### src/rtl/mem_copy_engine.sv
// Block-copy initiator on the data_memory A/WD/WE/RD port: read a word, write it, repeat.
// Optional COPY_CHECKSUM_EN adds a running modulo-2^32 sum of the words read.
module mem_copy_engine #(
    parameter  int unsigned CNT_W = 8,
    localparam int unsigned AW    = 32,
    localparam int unsigned DW    = 32
) (
    input  logic             clk,
    input  logic             rst,
    input  logic             start,
    input  logic [AW-1:0]    src_base,
    input  logic [AW-1:0]    dst_base,
    input  logic [CNT_W-1:0] count,
    output logic             busy,
    output logic             done,
    output logic [AW-1:0]    mem_A,
    output logic [DW-1:0]    mem_WD,
    output logic             mem_WE,
    input  logic [DW-1:0]    mem_RD
`ifdef COPY_CHECKSUM_EN
    ,
    output logic [DW-1:0]    checksum
`endif
);

    localparam logic [AW-1:0] STEP = AW'(4);

    typedef enum logic [1:0] {
        S_IDLE  = 2'd0,
        S_READ  = 2'd1,
        S_WRITE = 2'd2,
        S_DONE  = 2'd3
    } state_t;

    state_t             state_q;
    logic [AW-1:0]      src_q;
    logic [AW-1:0]      dst_q;
    logic [CNT_W-1:0]   cnt_q;
    logic [DW-1:0]      buf_q;
    logic               busy_q;
    logic               done_q;
    logic               we_q;
    logic [AW-1:0]      addr_q;
`ifdef COPY_CHECKSUM_EN
    logic [DW-1:0]      sum_q;
`endif

    // Outputs are loaded with the values belonging to the state being entered,
    // so each one is valid for the whole cycle of that state.
    always_ff @(posedge clk or negedge rst) begin
        if (!rst) begin
            state_q <= S_IDLE;
            src_q   <= '0;
            dst_q   <= '0;
            cnt_q   <= '0;
            buf_q   <= '0;
            busy_q  <= 1'b0;
            done_q  <= 1'b0;
            we_q    <= 1'b0;
            addr_q  <= '0;
`ifdef COPY_CHECKSUM_EN
            sum_q   <= '0;
`endif
        end else begin
            case (state_q)
                S_IDLE: begin
                    if (start) begin
`ifdef COPY_CHECKSUM_EN
                        sum_q <= '0;
`endif
                        if (count != '0) begin
                            state_q <= S_READ;
                            src_q   <= src_base;
                            dst_q   <= dst_base;
                            cnt_q   <= count;
                            busy_q  <= 1'b1;
                            addr_q  <= src_base;
                        end else begin
                            state_q <= S_DONE;
                            done_q  <= 1'b1;
                        end
                    end
                end
                S_READ: begin
                    state_q <= S_WRITE;
                    buf_q   <= mem_RD;
                    src_q   <= src_q + STEP;
                    addr_q  <= dst_q;
                    we_q    <= 1'b1;
`ifdef COPY_CHECKSUM_EN
                    sum_q   <= sum_q + mem_RD;
`endif
                end
                S_WRITE: begin
                    dst_q <= dst_q + STEP;
                    cnt_q <= cnt_q - CNT_W'(1);
                    we_q  <= 1'b0;
                    if (cnt_q == CNT_W'(1)) begin
                        state_q <= S_DONE;
                        busy_q  <= 1'b0;
                        done_q  <= 1'b1;
                        addr_q  <= '0;
                    end else begin
                        state_q <= S_READ;
                        addr_q  <= src_q;
                    end
                end
                S_DONE: begin
                    state_q <= S_IDLE;
                    done_q  <= 1'b0;
                end
                default: begin
                    state_q <= S_IDLE;
                    busy_q  <= 1'b0;
                    done_q  <= 1'b0;
                    we_q    <= 1'b0;
                    addr_q  <= '0;
                end
            endcase
        end
    end

    assign busy   = busy_q;
    assign done   = done_q;
    assign mem_A  = addr_q;
    assign mem_WD = buf_q;
    assign mem_WE = we_q;
`ifdef COPY_CHECKSUM_EN
    assign checksum = sum_q;
`endif

    // Structural invariants of the output encoding.
    a_we_busy : assert property (@(posedge clk) disable iff (!rst) mem_WE |-> busy);
    a_done_idle : assert property (@(posedge clk) disable iff (!rst) done |-> !busy);

endmodule
### config.mk
export PLATFORM = sky130hd
export DESIGN_NAME = mem_copy_engine
export DESIGN_NICKNAME = d
export VERILOG_FILES = /design/src/rtl/mem_copy_engine.sv
export SDC_FILE = /design/constraint.sdc
export NUM_CORES = 1
export LEC_CHECK = 0
export ABC_AREA = 0
export CAP_MARGIN = 25
export CORE_UTILIZATION = 45
export DETAILED_ROUTE_END_ITERATION = 10
export GPL_TIMING_DRIVEN = 0
export MAX_ROUTING_LAYER = met4
export PLACE_DENSITY = 0.86
export RECOVER_POWER = 25
export REMOVE_ABC_BUFFERS = 1
export SETUP_SLACK_MARGIN = 0.4
export SLEW_MARGIN = 20
export SYNTH_ARGS = -nofsm -noshare
export SYNTH_HDL_FRONTEND = slang
export SYNTH_SLANG_ARGS = --single-unit
### constraint.sdc
create_clock -name clk -period 2.17 [get_ports clk]
set_clock_uncertainty 0.05 [all_clocks]
set_input_delay 0.217 -clock clk [delete_from_list [all_inputs] [get_ports clk]]
set_output_delay 0.217 -clock clk [all_outputs]
set_load 0.01 [all_outputs]
==> impl_results.md, run 1 <==
- Tool error: [ERROR GRT-0232] Routing congestion too high. Check the congestion heatmap in the GUI.
- Largest net degree at the start of global routing: 88
- Grt ovf: 4
- GRT worst endpoint: dst_q[24]$_DFFE_PN0P_/D
- Chip height: 137 um
- Post-synthesis area per instance: 8.66 um^2
- #FFs+latches synth: ~140
- Inserted Clock Buffers: 17
- Register area share after synthesis: 43.3%
- Most frequent cells after synthesis: nand2_1, dfrtp_1, a21oi_1, nor2_1, clkbuf_1
- Row count: between 40 and 50
- I/O pins: 174
- Synth unique cells: a little under 70
- Starting Density: 46.6%
- DP Cell Count: 1272
- Halt Stage: global routing
- Longest Clk Path Bufs: 2
- Die Wd: 137 um
- Top_reg_cell synth: dfrtp_1
- Cells after Synth: 941
- Setup WS pre-CTS: -1.27 ns
- Worst EP Category: register input
- Clock root cell: clkbuf_16
- Synth area leader: dfrtp_1
- Clock Sinks: about 140
- Total track usage: 69.3%
- H-tree depth: 4
- Post-synth ARST share: between 90% and 100%
- Final HPWL DP: 15900 um
- Yosys top cell area share: 43.3%
- Routability congestion estimate: 0.857
- Post-Syn Area: 8150 um^2
- I/O Buffers: 173
- Yosys Warn Count: 0
- Top cells by area, synth: dfrtp_1, nand2_1, a21oi_1
- Number of enable flip-flop cells after synthesis: 0
- Status: aborted with a tool error
- Most common cell in the netlist: nand2_1
## what timing repair did
action                                  in CTS
resized for setup                          205
cloned                                      14
endpoints found under the hold margin       54
endpoints found under the setup margin     136
pin swaps                                  105
hold buffers                                 1
buffers inserted                           123
## per-stage QoR
step                      cell area (um^2)  hold WS (ns)  TNS [ns]  utilization [%]
after floorplan                       7840        -0.129   -272.92                -
after global placement                9850         0.404  -1249.42             56.4
after detailed placement             10200         0.124   -108.79             58.1
after CTS                            12900         0.193         0             73.8
## routing by layer
layer  overflow  GRT usage [%]
met1          0           70.3
met2          1           85.3
met3          1           52.6
met4          2           59.4
met5          -              -
## logic make-up after synthesis
| logic type | Yosys count | share of synthesized area (%) |
|---|---|---|
| flip-flops | 141 | 43.3 |
| adder cells (fa/ha/maj) | 9 | 1.38 |
| AND/OR/NAND/NOR | 348 | 20.0 |
| AO/OA/AOI/OAI | 307 | 24.8 |
| buffers and inverters | 92 | 4.56 |
| multiplexers | 44 | 5.96 |
==> run 2, diff against run 1 <==
--- a/config.mk
+++ b/config.mk
@@ -7,14 +7,12 @@
 export LEC_CHECK = 0
 export ABC_AREA = 0
 export CAP_MARGIN = 25
-export CORE_UTILIZATION = 45
+export CORE_UTILIZATION = 30
 export DETAILED_ROUTE_END_ITERATION = 10
 export GPL_TIMING_DRIVEN = 0
-export MAX_ROUTING_LAYER = met4
-export PLACE_DENSITY = 0.86
+export PLACE_DENSITY_LB_ADDON = 0.15
 export RECOVER_POWER = 25
 export REMOVE_ABC_BUFFERS = 1
-export SETUP_SLACK_MARGIN = 0.4
 export SLEW_MARGIN = 20
 export SYNTH_ARGS = -nofsm -noshare
 export SYNTH_HDL_FRONTEND = slang
==> constraint.sdc (replaced) <==
create_clock -name clk -period 2.8 [get_ports clk]
set_clock_uncertainty 0.05 [all_clocks]
set_input_delay 0.28 -clock clk [delete_from_list [all_inputs] [get_ports clk]]
set_output_delay 0.28 -clock clk [all_outputs]
set_load 0.01 [all_outputs]
==> run 2 against run 1 <==
The flow now finishes, with violations (capacitance limit, slew limit). Synthesized area unchanged. Synthesized cell count unchanged.
==> impl_results.md, run 2 <==
- Worst relative slew slack: -37.3%
- Core area: around 26000 um^2
- Most common cell in the netlist: nand2_1
- Synth unique cells: 68 (unchanged)
- Critical Path AT: 2.93 ns
- LEAKAGE: 4.35 nW
- Worst setup SP type: flop
- Row count: 59 (+23%)
- DRT iter0 DRCs: 528
- Initial antenna violation count: 0
- Commonest non-fill, non-tap cell in the layout: clkdlybuf4s50_1
- Gate power share: 56.2%
- Final WL: between 20000 and 30000 um
- Required time of the critical path: between 3 and 4 ns
- Worst setup endpoint: mem_A[4]
- Number of enable flip-flop cells after synthesis: 0 (unchanged)
- Worst hold slack: around 0.34 ns
- R2R Setup Slk: around 0.16 ns
- I/O Buffers: 173 (unchanged)
- Synth area leader: dfrtp_1
- Pwr Density: 1290 nW/um^2
- Reg2reg path depth: 8
- Hold Fails Final Rpt: 0
- CP Max Fanout: 42
- Tot Pwr: 14.2 mW
- Clock root cell: clkbuf_16
- Top cells by area, synth: dfrtp_1, nand2_1, a21oi_1
- Clk pwr share: between 10% and 20%
- DP Cell Count: 1385 (+8.9%)
- Min cycle time layout: 2.64 ns
- Max-cap viol count: 1
- Post-synth ARST share: 100% (unchanged)
- Drt pass-1 iters: 6
- Antenna viol nets, final: 0
- Cells after Synth: 941 (unchanged)
- Yosys Warn Count: 0 (unchanged)
- Clock Latency Late Sink: 0.44 ns
- Routed via count: slightly below 8000
- Cell Area, Placed: 10300 um^2 (+1.8%)
- Start of the worst register-to-register path: state_q[0]
- Inserted Clock Buffers: 17 (unchanged)
- Clock Pin Slew Worst Setup and Hold Paths: 0.07 ns
- Top_reg_cell synth: dfrtp_1
- First-pass GRT wire length: 42800 um
- DR WL/cell: about 19 um
- Starting Density: 30.9% (-16 points)
- Crit path kind: reg2reg
- Longest Clk Path Bufs: 2 (unchanged)
- RSZ-0062 raised after global routing: true
- Die Area: 27800 um^2
- Seq pwr share: 28.5%
- Post-synthesis area per instance: 8.66 um^2 (unchanged)
- Largest net degree at the start of global routing: between 80 and 90
- Final worst path period share: 94.4%
- NumNets Final: 1196
- Total track usage: 19.5%
- Status: finished, violations left
- Final TNS setup: 0 ns
- Crit end category: flop
- Failing checks: capacitance limit, slew limit
- WHS Path Cells: 3
- CTS tree: built
- Switching part of the total: 43.9%
- Die Wd: 167 um (+22%)
- Final WS setup: 0.158 ns
- Sw power: about 6.3 mW
- # diodes: 0
- F_max: 378 MHz
- Grt ovf: 0
- Register area share after synthesis: 43.3% (unchanged)
- Final HPWL DP: 17400 um (+9.6%)
- Post-Syn Area: 8150 um^2 (unchanged)
- H-tree depth: 4 (unchanged)
- Routability congestion estimate: 0.825 (-3.7%)
- Crit path from: state_q[0]
- Worst-margin pin slew: 2.06 ns
- Worst hold path type: in2reg
- Most frequent cells after synthesis: nand2_1, dfrtp_1, a21oi_1, nor2_1, clkbuf_1
- Internal Power: between 7 and 8 mW
- Chip height: 167 um (+22%)
- Vias per cell: 5.51
- Max-slew violation count: 86
- #FFs+latches synth: 141 (unchanged)
- I/O pins: 174 (unchanged)
- Setup WS pre-CTS: -0.839 ns (+0.435 ns)
- Cell area after layout: 11100 um^2
- Peak VDD IR: 855 uV
- Worst reg2reg endpoint: mem_A[4]
- Layout cells sized above 1: a little under an eighth
- Vias in the first global route: roughly 7500
- Layout Cells excl Fill: 1427
- Most frequent cells in the layout: clkdlybuf4s50_1, nand2_1, dfrtp_1
- Area growth, synth to finish: 35.9%
- DRC Markers: 0
- Clock Sinks: 141 (unchanged)
- Setup violators final: 0
- Yosys top cell area share: 43.3% (unchanged)
- Util after Layout: between 40 and 50%
==> run 2: layer usage <==
| layer | share of wire [%] | track usage, % | wire, um |
|---|---|---|---|
| met2 | 46 | 30.4 | 12500 |
| met3 | 5.0 | 3.42 | 1370 |
| met4 | 0.83 | 4.67 | 227 |
| met5 | 0 | 0 | 0 |
| met1 | 48 | 28.0 | 13100 |
==> run 2: how the worst min path moves through the flow <==
stage,slack (ns),startpoint,end
2_1_floorplan,-0.07,rst,busy
3_3_place_gp,0.41,src_q[1],src_q[1]
5_1_grt,0.37,dst_base[0],dst_q[0]
6_report,0.34,dst_base[0],dst_q[0]
4_1_cts,0.33,dst_base[0],dst_q[0]
3_5_place_dp,0.31,rst,mem_WD[31]
==> run 2: repair_timing <==
item | 4_1_cts | 5_1_grt
hold buffers | 1 | 0
hold endpoints to repair | 85 | 0
endpoints found under the setup margin | 86 | 43
pin swaps | 2 | 1
cloned | 0 | 1
gates resized for setup | 7 | 5
buffers inserted | 3 | 5
==> run 2: critical path, stage by stage (launching register included) <==
cell	delay [ns]
dfrtp_1	0.43
inv_1	0.22
ha_4	0.36
buf_12	0.25
inv_2	0.29
a31oi_4	0.34
buf_4	0.26
a21oi_1	0.10
o31ai_1	0.24
==> run 2: logic make-up after synthesis <==
group | share of synthesized area, %
simple gates | 20.0
compound gates | 24.8
flops | 43.3
buf+inv | 4.56
mux | 5.96
fa+ha+maj | 1.38
==> run 2: power groups by stage <==
stage          clock network (mW)  logic, mW  registers [mW]
6_report                     2.18       8.00            4.07
5_1_grt                      2.31       8.78            4.25
4_1_cts                      2.24       7.88            4.05
3_5_place_dp                    0       7.71            4.08
3_3_place_gp                    0       6.51            4.03
2_1_floorplan                   0       4.43            4.10
==> run 2: final cells by class <==
| class | instances | area [um^2] |
|---|---|---|
| Fill cell | 2592 | 15300 |
| Timing Repair Buffer | 195 | 2090 |
| Clock buffer | 18 | 429 |
| Multi-Input combinational cell | 708 | 4420 |
| Sequential cell | 141 | 3530 |
| Timing Repair inverter | 1 | 5.00 |
| Clock inverter | 13 | 118 |
| Tap cell | 335 | 419 |
| Inverter | 16 | 65.1 |
No activity file was read; power rests on OpenSTA's default activity.
